--- config.mk ---
export PLATFORM = sky130hd
export DESIGN_NAME = mem_port_arbiter
export DESIGN_NICKNAME = d
export VERILOG_FILES = /design/src/rtl/mem_port_arbiter.sv
export SDC_FILE = /design/constraint.sdc
export NUM_CORES = 1
export LEC_CHECK = 0
export CELL_PAD_IN_SITES_DETAIL_PLACEMENT = 1
export CELL_PAD_IN_SITES_GLOBAL_PLACEMENT = 1
export CORE_MARGIN = 1
export CORE_UTILIZATION = 28
export DETAILED_ROUTE_END_ITERATION = 10
export HOLD_SLACK_MARGIN = 0.1
export PLACE_DENSITY_LB_ADDON = 0.1
export SYNTH_ARGS = -nofsm -noshare
export SYNTH_HDL_FRONTEND = slang
export SYNTH_SLANG_ARGS = --single-unit
--- constraint.sdc ---
create_clock -name clk -period 3.5 [get_ports clk]
set_input_delay 1.05 -clock clk [delete_from_list [all_inputs] [get_ports clk]]
set_output_delay 1.05 -clock clk [all_outputs]
set_load 0.02 [all_outputs]
--- src/rtl/mem_port_arbiter.sv ---
// Round-robin arbiter sharing the single mem_sys access port among NREQ requesters.
// Memory-side signals are registered; read data is routed back with a one-hot rvalid.
module mem_port_arbiter #(
  parameter int NREQ   = 3,
  parameter int AW     = 17,
  parameter int DW     = 8,
  parameter int RD_LAT = 1
) (
  input  logic               clk,
  input  logic               rst,
  input  logic [NREQ-1:0]    req,
  input  logic [NREQ-1:0]    we,
  input  logic [3*NREQ-1:0]  bank,
  input  logic [AW*NREQ-1:0] addr,
  input  logic [DW*NREQ-1:0] wdata,
  output logic [NREQ-1:0]    gnt,
  output logic [NREQ-1:0]    rvalid,
  output logic [DW-1:0]      rdata,
  output logic               err,
  output logic               read_rq_x,
  output logic               read_rq_w1,
  output logic               read_rq_w2,
  output logic               read_rq_w3,
  output logic               read_rq_w4,
  output logic               write_rq_x,
  output logic               write_rq_w1,
  output logic               write_rq_w2,
  output logic               write_rq_w3,
  output logic               write_rq_w4,
  output logic [AW-1:0]      rw_address,
  output logic [DW-1:0]      write_data,
  input  logic [DW-1:0]      read_data_x,
  input  logic [DW-1:0]      read_data_w1,
  input  logic [DW-1:0]      read_data_w2,
  input  logic [DW-1:0]      read_data_w3,
  input  logic [DW-1:0]      read_data_w4
);

  localparam int PW = (NREQ > 1) ? $clog2(NREQ) : 1;

  // Handshake: a requester holds req and its we/bank/addr/wdata stable until it
  // sees gnt high; the transaction is accepted at the rising edge where gnt=1.
  logic [PW-1:0] ptr;
  logic [PW-1:0] ptr_nxt;
  logic [PW-1:0] gnt_idx;
  logic          gnt_any;
  logic [NREQ-1:0] gnt_c;

  logic          sel_we;
  logic [2:0]    sel_bank;
  logic [AW-1:0] sel_addr;
  logic [DW-1:0] sel_wdata;
  logic          sel_legal;
  logic [4:0]    bank_oh;

  logic [4:0]    rd_rq_q;
  logic [4:0]    wr_rq_q;

  // Read tracking pipeline: stage 0 is the strobe cycle, stage RD_LAT is the
  // cycle in which mem_sys presents the data.
  logic [RD_LAT:0]           pl_v;
  logic [RD_LAT:0][PW-1:0]   pl_idx;
  logic [RD_LAT:0][2:0]      pl_bank;
  logic [DW-1:0]             ret_data;

  always_comb begin
    int j;
    gnt_any = 1'b0;
    gnt_idx = '0;
    gnt_c   = '0;
    j       = 0;
    for (int k = 0; k < NREQ; k++) begin
      j = (int'(ptr) + k) % NREQ;
      if (!gnt_any && req[j]) begin
        gnt_any = 1'b1;
        gnt_idx = PW'(j);
      end
    end
    if (!rst) begin
      gnt_any = 1'b0;
      gnt_idx = '0;
    end
    if (gnt_any) gnt_c[gnt_idx] = 1'b1;
  end

  assign gnt = gnt_c;

  always_comb begin
    int s;
    s         = int'(gnt_idx);
    sel_we    = we[s];
    sel_bank  = bank[3*s +: 3];
    sel_addr  = addr[AW*s +: AW];
    sel_wdata = wdata[DW*s +: DW];
    sel_legal = (sel_bank <= 3'd4);
    bank_oh   = 5'b00001 << sel_bank;
    ptr_nxt   = (s == NREQ - 1) ? '0 : gnt_idx + 1'b1;
  end

  always_ff @(posedge clk or negedge rst) begin
    if (!rst) begin
      ptr        <= '0;
      rd_rq_q    <= '0;
      wr_rq_q    <= '0;
      err        <= 1'b0;
      rw_address <= '0;
      write_data <= '0;
    end else begin
      rd_rq_q <= '0;
      wr_rq_q <= '0;
      err     <= 1'b0;
      if (gnt_any) begin
        ptr        <= ptr_nxt;
        rw_address <= sel_addr;
        if (sel_we) write_data <= sel_wdata;
        if (!sel_legal) err <= 1'b1;
        else if (sel_we) wr_rq_q <= bank_oh;
        else rd_rq_q <= bank_oh;
      end
    end
  end

  always_ff @(posedge clk or negedge rst) begin
    if (!rst) begin
      pl_v    <= '0;
      pl_idx  <= '0;
      pl_bank <= '0;
    end else begin
      pl_v[0]    <= gnt_any && !sel_we;
      pl_idx[0]  <= gnt_idx;
      pl_bank[0] <= sel_bank;
      for (int k = 1; k <= RD_LAT; k++) begin
        pl_v[k]    <= pl_v[k-1];
        pl_idx[k]  <= pl_idx[k-1];
        pl_bank[k] <= pl_bank[k-1];
      end
    end
  end

  // Illegal banks return zero so the requester still gets its response.
  always_comb begin
    ret_data = '0;
    case (pl_bank[RD_LAT])
      3'd0:    ret_data = read_data_x;
      3'd1:    ret_data = read_data_w1;
      3'd2:    ret_data = read_data_w2;
      3'd3:    ret_data = read_data_w3;
      3'd4:    ret_data = read_data_w4;
      default: ret_data = '0;
    endcase
  end

  always_ff @(posedge clk or negedge rst) begin
    if (!rst) begin
      rvalid <= '0;
      rdata  <= '0;
    end else begin
      rvalid <= '0;
      if (pl_v[RD_LAT]) begin
        rvalid <= NREQ'(1) << pl_idx[RD_LAT];
        rdata  <= ret_data;
      end
    end
  end

  assign read_rq_x   = rd_rq_q[0];
  assign read_rq_w1  = rd_rq_q[1];
  assign read_rq_w2  = rd_rq_q[2];
  assign read_rq_w3  = rd_rq_q[3];
  assign read_rq_w4  = rd_rq_q[4];
  assign write_rq_x  = wr_rq_q[0];
  assign write_rq_w1 = wr_rq_q[1];
  assign write_rq_w2 = wr_rq_q[2];
  assign write_rq_w3 = wr_rq_q[3];
  assign write_rq_w4 = wr_rq_q[4];

endmodule

==> run metrics <==
clk_skew=0.00932 ns; Comb power frac=52.4%; dpl cells=636; Die Height=110 microns; gp weighted congestion=0.796; CP Max Fanout=4; syn nets=446; status=complete, no violations; area leader, netlist=dfrtp_1; RR Endpoint=rd_rq_q[4]; Slew Limit Fails=0; async set-reset flop share out of synthesis=100%; Fin. Hold Viols=0; vias in the first global route=3527; std cell rows=39; internal cell power=0.00266 W; worst r2r src=ptr[0]; Net Switching=0.00160 W; met1 WL=4.44 mm; Finished Cell Area=5640 sq um; wire length on met2=5.40 mm; most frequent cells in the layout=175 x clkdlybuf4s50_1, 61 x dfrtp_1, 31 x a22o_1; # nets final=639; CP endpoint kind=output port; post-synth cell types=50; Final ANT Viol Nets=0; Max-Cap Viols=0; WHS Path Cells=0; Tcrit/Tclk final=97.4%; HP Start=pl_idx[0]; Startpoint Class=input port; Highest Signal Layer=met4; first-pass GRT wire length=17.7 mm; register area share after synthesis=46.8%; Top Ports=182; Tightest Pin Transition=0.627 ns; share of power burned in registers=26.8%; Worst Hold Margin=0.352 ns; Clock Tree Root=clkbuf_16; P&R area growth vs syn=73.1%; Post-Layout Cell Count=653; leading cell type in the layout, fill and taps excluded=clkdlybuf4s50_1; Synth Flop Type=dfrtp_1; Data required, critical path=2.45 ns; Cell Area, Synth=3260 sq um; drt pass-1 iters=4; synthesized flop and latch total=61; Most common cell on crit path=buf_4; R2R setup slack=0.64 ns; total CTS buffers=9; post-layout min period=3.41 ns; Worst Path Class, Setup=in -> out; Floorplan Core Area=11400 sq um; EDFF count, synth=0; Worst Reg-to-Reg Cells=12; hpwl dp=8.43 mm; antenna violations before repair=0; leakage=2.42 nW; Sink Count=61; gr ovfl total=0; switching share of power=37.6%; WL/cell=16.9 microns; Critical Path, Cell by Cell=clkdlybuf4s50_1, nor3b_1, o21ai_1, buf_4, nand2_1, and2_1, buf_4; VDD IR max=0.275 mV; largest net degree at the start of global routing=30; RSZ-0062 raised after global routing=false; die width=110 microns; Arrival @ worst endpoint=2.36 ns; Hold Crit Endpoint=pl_idx[2]; Min-Delay Path Class=reg -> reg; Initial Utilization=28.7%; die area=12100 sq um; Synth top area share=46.8%; met3 wire length=1.14 mm; max incr delay on CP=0.47 ns; Synth Area per Inst=10.4 sq um; Worst-Skew Late Latency=0.33 ns; number of vias per cell=5.03; Peak Freq=293 MHz; Longest Clk Path Bufs=2; Finished Core Util=49.6%; top cells by area, synth=dfrtp_1 47%, a22o_1 8.3%, a21oi_1 4.1%; Hold Buf Count CTS=0; n_diodes=0; routed via count=3287; Total GRT Usage=19.3%; H-tree Lvls=3; PortBufs=181; Ys Warns=0; Power Density=755 nW/um^2; layout cell share with drive strength beyond 1=14.9%; post-synthesis instance total=312; slowest CP cell=clkdlybuf4s50_1; final setup TNS=0 ns; worst rel slew slack=58.2%; final setup fails=0; final wirelength=11.0 mm; drt first-iter violations=132; DRC Markers=0; CTS tree=done; placed inst area=5340 sq um; Clk pin slew, worst setup/hold paths=0.05 ns; Clock power frac=20.7%
==> critical path, delay by kind of cell <==
family	cells	cell delay, ns
buffers and inverters	3	0.77
AO/OA/AOI/OAI	1	0.11
AND/OR/NAND/NOR	3	0.42
==> how the worst max path moves through the flow <==
stage / end / cells past startpoint / start / slack, ns
after floorplan: gnt[1] / 6 / req[2] / 0.11
after global placement: gnt[0] / 7 / req[0] / -0.60
after detailed placement: gnt[0] / 7 / req[0] / -0.59
after CTS: gnt[2] / 7 / req[1] / 0.05
after global routing: gnt[2] / 7 / req[1] / 0.01
final: gnt[2] / 7 / req[1] / 0.09
==> synth_stat cells, drive strengths merged, types with 3 or more instances <==
master / count
nor2: 13
nor4b: 5
a31o: 6
inv: 9
a21oi: 27
dfrtp: 61
buf: 11
mux2i: 8
o22ai: 7
nand2: 29
mux2: 8
a31oi: 3
a22oi: 5
nor2b: 7
clkbuf: 15
a32oi: 12
and2: 6
o21ai: 16
a22o: 31
a221oi: 3
==> sequential cells by signal, indices dropped and copies added (netlist names) <==
| name | count |
|---|---|
| err | 1 |
| rd_rq_q | 5 |
| write_data | 8 |
| rw_address | 17 |
| wr_rq_q | 5 |
| ptr | 2 |
| pl_idx | 4 |
| pl_bank | 6 |
| pl_v | 2 |
| rvalid | 3 |
| rdata | 8 |
==> logic make-up after synthesis <==
logic type,share of synthesized area (%)
compound gates,28.1
simple gates,13.6
flops,46.8
buf+inv,4.57
mux,6.14
fa+ha+maj,0.768
==> layout make-up <==
cell class / instances / area [sq um]
inverter: 9 / 33.8
multi-input combinational: 216 / 1590
clock inverter: 4 / 47.5
sequential: 61 / 1530
tap: 143 / 179
timing repair buffer: 208 / 2020
clock buffer: 12 / 246
fill: 1261 / 5730
==> routing by layer <==
layer	global-route usage, %	vias to the layer above
met1	21.8	1572
met2	33.2	137
met4	5.90	0
li1	-	1570
met3	7.59	8
met5	0	-
==> power groups by stage <==
stage / registers, W / logic (W) / clock network, W
final: 0.00114 / 0.00223 / 0.000884
after global routing: 0.00119 / 0.00245 / 0.000935
after CTS: 0.00115 / 0.00227 / 0.000905
after detailed placement: 0.00116 / 0.00225 / 0
after global placement: 0.00115 / 0.00221 / 0
after floorplan: 0.00134 / 0.00108 / 0
==> through the flow <==
stage | power [W] | setup WS, ns
detailed placement | 0.00340 | -0.592
global route | 0.00457 | 0.0114
global placement | 0.00335 | -0.604
CTS | 0.00432 | 0.0548
finish | 0.00426 | 0.0911
floorplan | 0.00242 | 0.108
==> repair_timing <==
| action | in CTS | in global routing |
|---|---|---|
| endpoints found under the setup margin | 3 | 1 |
| setup buffers | 1 | 0 |
| resized for setup | 19 | 1 |
| pin swaps | 2 | 0 |
Power figures use the tool's default switching activity.
